--- src/rtl/req_pending_latch_pkg.sv ---
`default_nettype none
// ============================================================================
//  Module      : req_pending_latch_pkg
//  Description : Shared encoder definitions for the request-pending stage and
//                the downstream 4-input priority encoder. Holds the encoder
//                width, the index width, and the bit-to-letter map
//                (pend[3]=a is the highest priority).
//  Revision    : 1.0 - initial release
// ============================================================================
package req_pending_latch_pkg;

  localparam int ENC_N     = 4;
  localparam int ENC_IDX_W = 2;

  // Encoder input letters and the pend bit index that drives each one.
  typedef enum logic [ENC_IDX_W-1:0] {
    IDX_D = 2'd0,
    IDX_C = 2'd1,
    IDX_B = 2'd2,
    IDX_A = 2'd3
  } enc_letter_e;

endpackage : req_pending_latch_pkg
`default_nettype wire

--- src/rtl/req_pending_latch_if.sv ---
`default_nettype none
// ============================================================================
//  Module      : req_pending_latch_if
//  Description : Request / acknowledge bundle between the request source,
//                the pending latch and the priority-encoder consumer.
//                slave  : seen by the pending latch (requests, mask, ack in;
//                         pend, pend_any, overflow out)
//                master : seen by whoever drives requests and acknowledges
//  Revision    : 1.0 - initial release
// ============================================================================
interface req_pending_latch_if
  import req_pending_latch_pkg::*;
#(
  parameter int N = ENC_N
) ();

  localparam int IDX_W = (N > 1) ? $clog2(N) : 1;

  logic [N-1:0]     req_in;     // raw asynchronous request lines
  logic [N-1:0]     mask;       // 1 = hide pending bit from pend
  logic             ack_valid;  // consumer acknowledges ack_idx this cycle
  logic [IDX_W-1:0] ack_idx;    // index being acknowledged
  logic             clr_ovf;    // clear all overflow bits
  logic [N-1:0]     pend;       // pend_raw & ~mask, to encoder a..d
  logic             pend_any;   // |pend
  logic [N-1:0]     overflow;   // sticky per-bit overflow

  modport slave (
    input  req_in, mask, ack_valid, ack_idx, clr_ovf,
    output pend, pend_any, overflow
  );

  modport master (
    output req_in, mask, ack_valid, ack_idx, clr_ovf,
    input  pend, pend_any, overflow
  );

endinterface : req_pending_latch_if
`default_nettype wire

--- src/rtl/req_pending_latch_sync_bit.sv ---
`default_nettype none
// ============================================================================
//  Module      : req_pending_latch_sync_bit
//  Description : Single-bit multi-flop synchroniser for one asynchronous
//                request line. All flops clear asynchronously on rst.
//  Ports       : clk  - system clock, rising edge
//                rst  - asynchronous reset, active high
//                d_i  - raw asynchronous input
//                q_o  - synchronised output (last flop of the chain)
//  Revision    : 1.0 - initial release
// ============================================================================
module req_pending_latch_sync_bit #(
  parameter int STAGES = 2
) (
  input  logic clk,
  input  logic rst,
  input  logic d_i,
  output logic q_o
);

  logic [STAGES-1:0] sync_q;

  always_ff @(posedge clk or posedge rst) begin
    if (rst) begin
      sync_q <= '0;
    end else begin
      sync_q <= {sync_q[STAGES-2:0], d_i};
    end
  end

  assign q_o = sync_q[STAGES-1];

endmodule : req_pending_latch_sync_bit
`default_nettype wire

--- src/rtl/req_pending_latch.sv ---
`default_nettype none
// ============================================================================
//  Module      : req_pending_latch
//  Description : Upstream stage of the 4-input priority encoder. Synchronises
//                asynchronous request lines, captures each request event in
//                a sticky pending bit and holds it until the consumer
//                acknowledges that index. Tracks per-bit overflow when a new
//                event arrives for a bit that is still pending.
//  Ports       : clk  - system clock, rising edge
//                rst  - asynchronous reset, active high
//                bus  - req_pending_latch_if.slave
//                       in : req_in, mask, ack_valid, ack_idx, clr_ovf
//                       out: pend, pend_any, overflow
//  Revision    : 1.0 - initial release
// ============================================================================
module req_pending_latch
  import req_pending_latch_pkg::*;
#(
  parameter int N           = ENC_N,
  parameter int SYNC_STAGES = 2,
  parameter bit EDGE        = 1'b1
) (
  input  logic                clk,
  input  logic                rst,
  req_pending_latch_if.slave  bus
);

  localparam int IDX_W = (N > 1) ? $clog2(N) : 1;

  logic [N-1:0] w_req_s;      // synchronised requests
  logic [N-1:0] req_dly_q;    // w_req_s delayed one clock, for edge detect
  logic [N-1:0] pend_raw_q;
  logic [N-1:0] pend_raw_d;
  logic [N-1:0] overflow_q;
  logic [N-1:0] overflow_d;
  logic [N-1:0] w_set;
  logic [N-1:0] w_clr;
  logic [N-1:0] w_ovf_evt;

  for (genvar gi = 0; gi < N; gi++) begin : g_sync
    req_pending_latch_sync_bit #(
      .STAGES (SYNC_STAGES)
    ) u_sync (
      .clk (clk),
      .rst (rst),
      .d_i (bus.req_in[gi]),
      .q_o (w_req_s[gi])
    );
  end

  always_comb begin
    w_set = EDGE ? (w_req_s & ~req_dly_q) : w_req_s;

    // Out-of-range indices simply match no bit.
    w_clr = '0;
    for (int i = 0; i < N; i++) begin
      w_clr[i] = bus.ack_valid & (bus.ack_idx == IDX_W'(i));
    end

    // Only a fresh rise counts as an overflow, so a level-mode request held
    // high does not keep flagging. A same-cycle ack absorbs the new event.
    w_ovf_evt = w_set & pend_raw_q & ~w_clr & ~req_dly_q;

    // Set wins over a simultaneous clear on the same bit.
    pend_raw_d = (pend_raw_q & ~w_clr) | w_set;

    // A new overflow event wins over clr_ovf in the same cycle.
    overflow_d = bus.clr_ovf ? w_ovf_evt : (overflow_q | w_ovf_evt);
  end

  always_ff @(posedge clk or posedge rst) begin
    if (rst) begin
      req_dly_q  <= '0;
      pend_raw_q <= '0;
      overflow_q <= '0;
    end else begin
      req_dly_q  <= w_req_s;
      pend_raw_q <= pend_raw_d;
      overflow_q <= overflow_d;
    end
  end

  // Mask only hides bits from the encoder; latching continues underneath.
  assign bus.pend     = pend_raw_q & ~bus.mask;
  assign bus.pend_any = |(pend_raw_q & ~bus.mask);
  assign bus.overflow = overflow_q;

endmodule : req_pending_latch
`default_nettype wire

--- src/flat_wrapper.sv ---
// flat-port wrapper written by rule: the top's interface ports become plain ports
module req_pending_latch_flat import req_pending_latch_pkg::*;
#(
  parameter int N           = ENC_N,
  parameter int SYNC_STAGES = 2,
  parameter bit EDGE        = 1'b1
)
  (clk, rst, bus_req_in, bus_mask, bus_ack_valid, bus_ack_idx, bus_clr_ovf, bus_pend, bus_pend_any, bus_overflow);
  req_pending_latch_if #(.N(N)) bus_i ();
  input  logic clk;
  input  logic rst;
  input wire logic [$bits(bus_i.req_in)-1:0] bus_req_in;
  input wire logic [$bits(bus_i.mask)-1:0] bus_mask;
  input wire logic [$bits(bus_i.ack_valid)-1:0] bus_ack_valid;
  input wire logic [$bits(bus_i.ack_idx)-1:0] bus_ack_idx;
  input wire logic [$bits(bus_i.clr_ovf)-1:0] bus_clr_ovf;
  output wire logic [$bits(bus_i.pend)-1:0] bus_pend;
  output wire logic [$bits(bus_i.pend_any)-1:0] bus_pend_any;
  output wire logic [$bits(bus_i.overflow)-1:0] bus_overflow;
  assign bus_i.req_in = bus_req_in;
  assign bus_i.mask = bus_mask;
  assign bus_i.ack_valid = bus_ack_valid;
  assign bus_i.ack_idx = bus_ack_idx;
  assign bus_i.clr_ovf = bus_clr_ovf;
  assign bus_pend = bus_i.pend;
  assign bus_pend_any = bus_i.pend_any;
  assign bus_overflow = bus_i.overflow;
  req_pending_latch #(.N(N), .SYNC_STAGES(SYNC_STAGES), .EDGE(EDGE)) u_core (.clk(clk), .rst(rst), .bus(bus_i));
endmodule
--- config.mk ---
export PLATFORM = sky130hd
export DESIGN_NAME = req_pending_latch_flat
export DESIGN_NICKNAME = d
export VERILOG_FILES = /design/src/rtl/req_pending_latch_pkg.sv /design/src/rtl/req_pending_latch_if.sv /design/src/rtl/req_pending_latch_sync_bit.sv /design/src/rtl/req_pending_latch.sv /design/src/flat_wrapper.sv
export SDC_FILE = /design/constraint.sdc
export NUM_CORES = 1
export LEC_CHECK = 0
export ABC_CLOCK_PERIOD_IN_PS = 1090
export CAP_MARGIN = 5
export CORE_UTILIZATION = 46
export DETAILED_ROUTE_END_ITERATION = 10
export DONT_BUFFER_PORTS = 1
export GPL_ROUTABILITY_DRIVEN = 0
export PLACE_DENSITY = 0.59
export SLEW_MARGIN = 10
export SYNTH_ARGS = -nofsm -noshare
export SYNTH_HDL_FRONTEND = slang
export SYNTH_SLANG_ARGS = --single-unit
export TNS_END_PERCENT = 1
--- constraint.sdc ---
create_clock -name clk -period 1.09 [get_ports clk]
set_input_delay 0.1635 -clock clk [delete_from_list [all_inputs] [get_ports clk]]
set_output_delay 0.1635 -clock clk [all_outputs]
set_load 0.02 [all_outputs]
==> impl_summary.log <==
INFO  metric run_status = finished with violations
INFO  metric failed_checks = setup timing
INFO  metric synth_compound_gate_area_share = roughly 8.6%
INFO  metric count_of_port_buffers_added_during_placement = 0
INFO  metric wl_per_cell = ~14 um
INFO  metric synth_edf_count = 0
INFO  metric antenna_found_initial = 0
INFO  metric drv.max_cap_violation_count = 0
INFO  metric die_x = ~40 um
INFO  metric min_period = between 1.5 and 2 ns
INFO  metric ys.flop_type = sky130_fd_sc_hd__dfrtp_1
INFO  metric globalRouteTotalUtil = between 15 and 20%
INFO  metric critical_path_class = register to primary output
INFO  metric drt-pass1-iter-count = 3
INFO  metric required_time_worst_endpoint = between 0.9 and 1 ns
INFO  metric critPathCaptureType = primary output
INFO  metric hpwlAfterDp = between 800 and 900 um
INFO  metric cts_inserted_buffers = 3
INFO  metric htree_num_levels = 1
INFO  metric die_y = between 40 and 50 um
INFO  metric worst_skew_pair.late_latency = approximately 0.28 ns
INFO  metric synth_warnings = 0
INFO  metric post_syn_nets = 64
INFO  metric syn_inst = 50
INFO  metric cellPowerDensity = between 1500 and 2000 nW/um2
INFO  metric post-synth-top-count-cell = sky130_fd_sc_hd__dfrtp_1
INFO  metric remaining_drc_errors = 0
INFO  metric share_of_synthesized_cell_area_in_full_adder_half_adder_and_majority_cells = 0%
INFO  metric regToRegStartpoint = u_core.pend_raw_q[1]
INFO  metric first_iter_violations = 4
INFO  metric initial_utilization = 51.4%
INFO  metric min-delay-path-class = primary input to register
INFO  metric timing_worst_slew_pin_value = 0.329 ns
INFO  metric synth_mux_area_share = 0%
INFO  metric cts_root_buf = sky130_fd_sc_hd__clkbuf_4
INFO  metric average_vias_per_placed_instance = around 5.4
INFO  metric final_min_period_over_clock_period = 142%
INFO  metric start_kind = register
INFO  metric critPathArrivalTime = 1.38 ns
INFO  metric irDropWorstVdd = approximately 0.97 mV
INFO  metric yosys.area.top_type_share = between 70 and 80%
INFO  metric ys_seq_elements = 20
INFO  metric main_combinational_cell_family_by_area_after_synthesis = simple AND/OR/NAND/NOR gates
INFO  metric synthTopCellsByArea = sky130_fd_sc_hd__dfrtp_1 (71%), sky130_fd_sc_hd__o41ai_1 (5.0%), sky130_fd_sc_hd__inv_1 (4.8%)
INFO  metric seq_area_frac_synth = a little under three quarters
INFO  metric clk_path_buf_depth = 2
INFO  metric holdWs = 0.0579 ns
INFO  metric synth_top_cell_by_area = sky130_fd_sc_hd__dfrtp_1
INFO  metric wirelength = around 1.1 mm
INFO  metric power.leakage = 0.000444 uW
INFO  metric core_area = roughly 1400 um2
INFO  metric final_hold_viol_count = 0
INFO  metric layout.nets = 81
INFO  metric synth_xor_xnor_area_share = 0%
INFO  metric timing.setup.tns = -0.597 ns
INFO  metric rsz0062_at_grt = yes
INFO  metric grt_start_max_net_pins = 21
INFO  metric setup_skew_after_layout = about 0.0024 ns
INFO  metric synth_area = between 700 and 800 um2
INFO  metric io-pin-count = 23
INFO  metric synthDistinctLibCells = 11
INFO  metric synthArstFlopShare = 100%
INFO  metric synth.avg_cell_area = roughly 14 um2
INFO  metric placementRows = 13
INFO  metric cts_tree = built
INFO  metric clkSinkCount = 20
INFO  metric timing.final.setup_violations = 4
INFO  metric gr-total-overflow = 0
INFO  metric synth_simple_gate_area_share = between 10% and 20%
INFO  metric grt_pass1_vias = approximately 430
INFO  metric postLayoutSetupSlackWorst = -0.458 ns
INFO  metric global_route_wire_length_before_repair = between 1.5 and 2 mm
INFO  metric slew-limit-headroom = between 70 and 80%
INFO  metric commonest_cells_post_synth = sky130_fd_sc_hd__dfrtp_1 (20), sky130_fd_sc_hd__inv_1 (9), sky130_fd_sc_hd__nand2b_1 (4), sky130_fd_sc_hd__o22ai_1 (4), sky130_fd_sc_hd__o41ai_1 (4)
INFO  metric hp-start = bus_clr_ovf
INFO  metric antenna_cells_inserted = 0
INFO  metric timing.final.max_slew_violations = 0
INFO  metric die-area = 1690 um2
INFO  metric drtAntennaViolNets = 0
INFO  metric dr_total_vias = 430
INFO  metric syn_to_final_growth = 24.8%
INFO  metric clkTransAtPathRegs = about 0.090 ns
INFO  metric setup.worst_path.start = u_core.pend_raw_q[1]
INFO  metric critPathMaxFanout = 2
INFO  metric post_route_cells_drive_above_1_share = a little under a quarter
INFO  metric max_freq = between 600 and 700 MHz
-- metrics by stage --
| step | power, uW | std cells | area, um2 | setup WS, ns | utilization [%] |
|---|---|---|---|---|---|
| after global placement | 1000 | 70 | 766 | -0.121 | 56.0 |
| after floorplan | 964 | 50 | 709 | -0.145 | - |
| after detailed placement | 1010 | 70 | 766 | -0.130 | 56.0 |
| after global routing | 1440 | 80 | 876 | -0.516 | 64.1 |
| final | 1350 | 80 | 876 | -0.458 | 64.1 |
| after CTS | 1350 | 78 | 857 | -0.459 | 62.7 |
-- logic make-up (layout without fill, tap and decap cells) --
| kind of cell | Yosys count | after routing |
|---|---|---|
| AO/OA/AOI/OAI | 8 | 8 |
| AND/OR/NAND/NOR | 13 | 13 |
| flip-flops | 20 | 20 |
| buffers and inverters | 9 | 24 |
-- report_power, final --
| group | total, uW | leakage [uW] | switching (uW) | internal (uW) |
|---|---|---|---|---|
| Clock | 316 | 0.0000138 | 188 | 128 |
| Sequential | 848 | 0.000232 | 51.1 | 797 |
| Combinational | 185 | 0.000198 | 82.6 | 103 |
| Total | 1350 | 0.000444 | 321 | 1030 |
-- worst paths after layout --
| path | to | slack, ns | cells past startpoint |
|---|---|---|---|
| worst min register to register | u_core.g_sync[3].u_sync.sync_q[1] | 0.36 | 0 |
| worst max-delay path | bus_pend_any | -0.46 | 2 |
| worst min-delay path | u_core.bus.overflow[2] | 0.06 | 2 |
| min in group asynchronous | u_core.g_sync[1].u_sync.sync_q[0] | 0.33 | 3 |
| max in group asynchronous | u_core.req_dly_q[0] | 0.56 | 3 |
| worst max register to register | u_core.bus.overflow[1] | 0.14 | 3 |
-- per-layer routing --
layer  track usage (%)  routed length (um)
met1              16.0                 458
met2              28.1                 561
met3              6.52                  67
met4              12.5                   0
met5                 0                   0
-- critical path, cell delays in order (launching register included) --
cell and delay [ns]:
sky130_fd_sc_hd__dfrtp_1 0.40, sky130_fd_sc_hd__nor2b_4 0.13, sky130_fd_sc_hd__or4_4 0.57
-- cell type report --
class	count	area [um2]
inverter	9	33.8
multi-input combinational	21	183
timing repair buffer	12	118
fill	117	490
tap	15	18.8
sequential	20	500
clock buffer	3	22.5
-- cell usage in the layout, fill, tap and decap left out --
master,instances
sky130_fd_sc_hd__buf_6,4
sky130_fd_sc_hd__or4_4,1
sky130_fd_sc_hd__buf_4,3
sky130_fd_sc_hd__o22ai_1,4
sky130_fd_sc_hd__nor3b_1,1
sky130_fd_sc_hd__dlygate4sd3_1,5
sky130_fd_sc_hd__nand2b_1,4
sky130_fd_sc_hd__o41ai_1,4
sky130_fd_sc_hd__and3b_1,2
sky130_fd_sc_hd__inv_1,9
sky130_fd_sc_hd__nor2b_4,4
sky130_fd_sc_hd__and3_1,1
sky130_fd_sc_hd__clkbuf_4,3
sky130_fd_sc_hd__dfrtp_1,20
-- flip-flops by register name (all words and copies together), names as in the netlist --
name and count:
u_core.pend_raw_q 4, u_core.req_dly_q 4, u_core.g_sync.u_sync.sync_q 8, u_core.bus.overflow 4
-- what timing repair did --
action	4_1_cts	5_1_grt
pin swaps	1	1
cloned	0	0
buffers inserted	0	2
hold buffers	5	0
resized for setup	5	1
endpoints found under the setup margin	5	5
hold endpoints to repair	24	0
(Power assumes the default switching activity.)
==> RTL edit 1: new RTL, same settings <==
`EDGE` is set to 1'b1 in 2 places; all go to 1'b0.
--- a/src/rtl/req_pending_latch.sv
+++ b/src/rtl/req_pending_latch.sv
@@ -18,7 +18,7 @@
 #(
   parameter int N           = ENC_N,
   parameter int SYNC_STAGES = 2,
-  parameter bit EDGE        = 1'b1
+  parameter bit EDGE        = 1'b0
 ) (
   input  logic                clk,
   input  logic                rst,
--- a/src/flat_wrapper.sv
+++ b/src/flat_wrapper.sv
@@ -3,7 +3,7 @@
 #(
   parameter int N           = ENC_N,
   parameter int SYNC_STAGES = 2,
-  parameter bit EDGE        = 1'b1
+  parameter bit EDGE        = 1'b0
 )
   (clk, rst, bus_req_in, bus_mask, bus_ack_valid, bus_ack_idx, bus_clr_ovf, bus_pend, bus_pend_any, bus_overflow);
   req_pending_latch_if #(.N(N)) bus_i ();
Formal check against the unedited RTL: not equivalent (a bounded check fails within 10 cycles, from zero or initial values and one cycle with rst high).
==> RTL edit 1 against the unedited design <==
The run still ends with setup timing left. Sequential power down 2%. Worst setup slack worse by 16 ps. Routed wire length rose by 6.3%. Largest power group unchanged. Via count is 1.6% lower. Worst hold slack better by 40 ps. Power increased by 3.4%. Clock skew shrank 1.8 ps. Global-route usage up 0.24 points. Core utilization is 3.4 points higher. Design area increased by 2.9%. Sequential cell count did not move. Critical endpoint unchanged. Area after synthesis down 4.3%.
==> RTL edit 1: results (changes against the unedited design) <==
Outcome
  • Status: finished with violations
  • Failing checks: setup timing

Finish
  • Share of cells above drive strength 1: 31.7% (+8.7 points)
  • Antenna Diode Count: 0 (unchanged)
  • Fillcell total: 102 (-13%)
  • Most flop-heavy register: u_core.g_sync.u_sync.sync_q
  • Layout Cells excl Fill: 78 (-2.5%)

Min path
  • Hold path depth: 2 (unchanged)
  • Worst Hold End: u_core.pend_raw_q[1]
  • Critical hold path startpoint: bus_ack_idx[0]

Timing
  • PnR worst setup slack: -473 ps (-15.7 ps)
  • Final Skew: 0.569 ps (-1.79 ps)
  • Least-Margin Pin Slew: 228 ps (-101 ps)
  • Setup violators final: 5 (+1)
  • Worst hold slack: 97.9 ps (+40.0 ps)

Synth
  • Syn avg cell area: 15.6 sq um (+11%)
  • Netlist cell types: 10 (-1)
  • Synth cell count leaders: 20 x dfrtp_1, 7 x nor2b_1, 4 x a21o_1, 4 x a32o_1
  • Area contributors post-synth: dfrtp_1 74%, nor2b_1 6.5%, a32o_1 6.0%, a21o_1 4.5%, nand3b_1 2.2%
  • Synthesized net count: 57 (-11%)
  • Seq/Total Area, Yosys: 74.5% (+3.2 points)

Clock network
  • CTS buffer count: 3 (unchanged)
  • Clock Tree Buf Depth: 2 (unchanged)
  • Clock Latency Late Sink: 290 ps

Routing
  • First DRT Iteration DRCs: 2 (-2)
  • Via count: 423 (-1.6%)
  • Total Wirelength: 1160 um (+6.3%)
  • DR pass1 iterations: 2 (-1)

Setup path
  • R2r endpoint: u_core.bus.overflow[2]
  • R2R Path Start: u_core.pend_raw_q[2]
  • Critical Path AT: 1400 ps (+20 ps)

Global routing
  • Global-route usage over all layers: 16.9% (+0.24 points)
  • Global-route wire length before repair: 1640 um (+0.86%)
  • Largest net degree at the start of global routing: 20 (-4.8%)
  • Vias in the first global route: 410 (-3.8%)

Power
  • Maximum vdd drop: 1.03 mV (+5.7%)
  • Net Sw Frac: 22.5% (-1.3 points)
  • Leakage: 0.419 nW (-5.6%)

Place
  • Final HPWL DP: 865 um (+7.8%)
  • Dpl cells: 67 (-4.3%)
  • Dpl cell area: 772 sq um (+0.82%)
[RTL edit 1: layer usage]
layer,global-route usage (%),up-vias,share of wire (%)
met3,5.00,2,7.4
met4,10.0,0,0.61
met1,19.4,211,41
met5,0,-,0
met2,27.8,19,51
li1,-,191,-
[RTL edit 1: layout make-up]
| cell class | count | area [sq um] | area share [%] |
|---|---|---|---|
| clock buffers | 4 | 36.3 | 4.03 |
| inverters | 2 | 7.51 | 0.833 |
| multi-input cells | 21 | 190 | 21.1 |
| flip-flops and latches | 20 | 500 | 55.6 |
| well taps | 15 | 18.8 | 2.08 |
| repair buffers | 16 | 148 | 16.4 |
[RTL edit 1: critical path, stage by stage (launching register included)]
cell	delay, ps
dfrtp_1	400
nor2b_4	140
or4_4	570
[RTL edit 1: kinds of logic (layout without fill, tap and decap cells)]
kind of cell | Yosys count | count (layout) | share of synthesized area [%]
buffers and inverters | 2 | 22 | 1.12
and+or+nand+nor | 13 | 13 | 14.0
DFF | 20 | 20 | 74.5
AOI/OAI and AO/OA | 8 | 8 | 10.4
[RTL edit 1: through the flow]
| step | setup slack (ps) | total power [mW] | TNS [ps] |
|---|---|---|---|
| after floorplan | -163 | 0.919 | -163 |
| after global placement | -122 | 0.960 | -122 |
| after detailed placement | -129 | 0.968 | -129 |
| after CTS | -472 | 1.40 | -605 |
| after global routing | -520 | 1.47 | -953 |
| final | -473 | 1.39 | -656 |
[RTL edit 1: how the worst max path moves through the flow]
stage	endpoint	slack (ps)	startpoint
final	bus_pend_any	-470	u_core.pend_raw_q[2]
after global routing	bus_pend_any	-520	u_core.pend_raw_q[2]
after CTS	bus_pend_any	-470	u_core.pend_raw_q[1]
after detailed placement	bus_pend_any	-130	u_core.pend_raw_q[0]
after global placement	bus_pend_any	-120	u_core.pend_raw_q[0]
after floorplan	bus_pend_any	-160	u_core.pend_raw_q[0]
[RTL edit 1: power by group through the flow]
| stage | Sequential [mW] | Combinational (mW) | Clock (mW) |
|---|---|---|---|
| detailed placement | 0.846 | 0.122 | 0 |
| global route | 0.837 | 0.167 | 0.464 |
| floorplan | 0.840 | 0.0789 | 0 |
| CTS | 0.832 | 0.147 | 0.423 |
| global placement | 0.843 | 0.117 | 0 |
| finish | 0.831 | 0.153 | 0.410 |
[RTL edit 1: timing repair]
item | CTS | global route
gates cloned | 0 | 0
setup endpoints to repair | 5 | 5
pin swaps | 1 | 1
resized for setup | 6 | 1
setup buffers | 0 | 2
hold endpoints to repair | 24 | 0
hold buffers | 5 | 0
==> RTL edit 2: new RTL, same settings <==
Made on the original files. Reset style: synchronous (`rst`), changed in 2 clocked blocks. Comments in the files are not updated.
--- a/src/rtl/req_pending_latch_sync_bit.sv
+++ b/src/rtl/req_pending_latch_sync_bit.sv
@@ -20,7 +20,7 @@
 
   logic [STAGES-1:0] sync_q;
 
-  always_ff @(posedge clk or posedge rst) begin
+  always_ff @(posedge clk) begin
     if (rst) begin
       sync_q <= '0;
     end else begin
--- a/src/rtl/req_pending_latch.sv
+++ b/src/rtl/req_pending_latch.sv
@@ -68,7 +68,7 @@
     overflow_d = bus.clr_ovf ? w_ovf_evt : (overflow_q | w_ovf_evt);
   end
 
-  always_ff @(posedge clk or posedge rst) begin
+  always_ff @(posedge clk) begin
     if (rst) begin
       req_dly_q  <= '0;
       pend_raw_q <= '0;
Behaviour: differs if rst is asserted again (counterexample within 4 cycles, from zero or initial values and one cycle with rst high); with rst held inactive, the same outputs for 10 cycles.
==> RTL edit 2 against the unedited design <==
The run still ends with setup timing left. Worst setup slack better by 68 ps. Non-clock buffer count stayed put. Area after synthesis up 2.1%. Power shrank 3.9%. Routed wire length is 18% higher. Sequential cell count unchanged. Design area increased by 1.4%. Critical path depth unchanged. Largest power group unchanged.
==> RTL edit 2: results (changes against the unedited design) <==
Place
  • Dpl ws: -61.2 ps (+68.5 ps)
  • Final HPWL DP: 901 um (+12%)
  • Dpl cells: 82 (+17%)
  • Dpl cell area: 787 sq um (+2.8%)

Finish
  • Fillcell total: 124 (+6.0%)
  • Antenna Diode Count: 0 (unchanged)
  • Share of cells above drive strength 1: 30.3% (+7.2 points)
  • Multi-input gate area: 310 sq um (+70%)
  • Nets@finish: 91 (+12%)

Global routing
  • Vias in the first global route: 457 (+7.3%)
  • Initial antenna violation count: 0 (unchanged)
  • Global-route usage over all layers: 16.1% (-0.53 points)
  • Global-route wire length before repair: 2080 um (+28%)
  • Largest net degree at the start of global routing: 14 (-33%)

Synth
  • Synthesized net count: 76 (+19%)
  • Synth cell count leaders: 20 x dfxtp_1, 13 x nor2b_1, 4 x nor3b_1
  • Netlist cell types: 20 (+9)
  • Mapped Cells: 62 (+24%)
  • Synth Flop Type: dfxtp_1
  • Number of synthesized flops with an enable pin: 0 (unchanged)
  • Synth warnings: 0 (unchanged)
  • Synth async-reset ratio: 0% (-100 points)
  • Seq/Total Area, Yosys: 55.8% (-15 points)
  • Area contributors post-synth: dfxtp_1 56%, nor2b_1 11%, nor4bb_1 4.2%, nor3b_1 4.2%, nor2b_4 3.8%

Min path
  • Worst min path class: in -> reg

Clock network
  • Worst-path clk slew: 110 ps (+20 ps)
  • Setup Buffers After CTS: 0 (unchanged)
  • # resized after CTS: 7 (+2)
  • Post-cts hold buffer count: 4 (-1)
  • Clock Latency Late Sink: 290 ps

Routing
  • Via/cell ratio: 5.67 (+5.5%)
  • Total Wirelength: 1280 um (+18%)
  • First DRT Iteration DRCs: 7 (+3)
  • DR pass1 iterations: 4 (+1)
  • Via count: 516 (+20%)

Outcome
  • Failing checks: setup timing
  • Status: finished with violations

Timing
  • TNS Setup: -394 ps (+203 ps)
  • Least-Margin Pin Slew: 446 ps (+117 ps)
  • Setup violators final: 2 (-2)
  • Final Skew: 1.15 ps (-1.22 ps)
  • PnR worst setup slack: -389 ps (+68.3 ps)

Setup path
  • Critical Path AT: 1320 ps (-60 ps)

Power
  • Leakage: 0.342 nW (-23%)
  • Maximum vdd drop: 0.902 mV (-7.4%)
==> RTL edit 2: cell count changes in the layout (fill, tap and decap cells not counted), sizes merged, moves of 3 or more <==
cell    delta
nor2b     +11
a22o       +3
dfxtp     +20
dfrtp     -20
a31o       +3
o41ai      -3
inv        -7
nor4bb     +3
nand2b     -3
nor3b      +3
o22ai      -4
==> RTL edit 2: kinds of logic (layout without fill, tap and decap cells) <==
family,after synthesis,in the layout,share of synthesized area (%)
compound gates,8,8,10.8
buf+inv,4,18,2.27
flops,20,20,55.8
simple gates,30,30,31.1
==> RTL edit 2: cell type report <==
type,count,area share (%)
Inverter,2,0.845
Clock buffer,4,4.08
Multi-Input combinational cell,38,34.9
Tap cell,15,2.11
Timing Repair Buffer,12,12.4
Sequential cell,20,45.6
==> RTL edit 2: layer usage <==
metal	share of wire, %	track usage (%)	up-vias
met4	0.55	9.68	0
met5	0	0	-
met3	11	7.83	2
met2	47	23.8	29
met1	41	18.7	240
li1	-	-	245
==> RTL edit 2: where the power goes <==
part / leakage [nW] / switching, mW / total (mW) / internal (mW)
clock: 0.0210 / 0.215 / 0.419 / 0.203
combinational: 0.155 / 0.0440 / 0.106 / 0.0623
sequential: 0.165 / 0.0132 / 0.772 / 0.759
==> RTL edit 2: worst paths after layout <==
path                                      from                                end  slack (ps)  depth (start not counted)
max                       u_core.pend_raw_q[2]                       bus_pend_any        -390                          2
max reg2reg               u_core.pend_raw_q[2]             u_core.bus.overflow[2]         200                          3
min reg2reg  u_core.g_sync[1].u_sync.sync_q[0]  u_core.g_sync[1].u_sync.sync_q[1]         450                          1
min                                bus_clr_ovf             u_core.bus.overflow[0]          60                          2
==> RTL edit 2: worst max-delay path, stage by stage, from the launching register on <==
cell and delay [ps]:
dfxtp_2 340, nor2b_4 120, or4_4 570
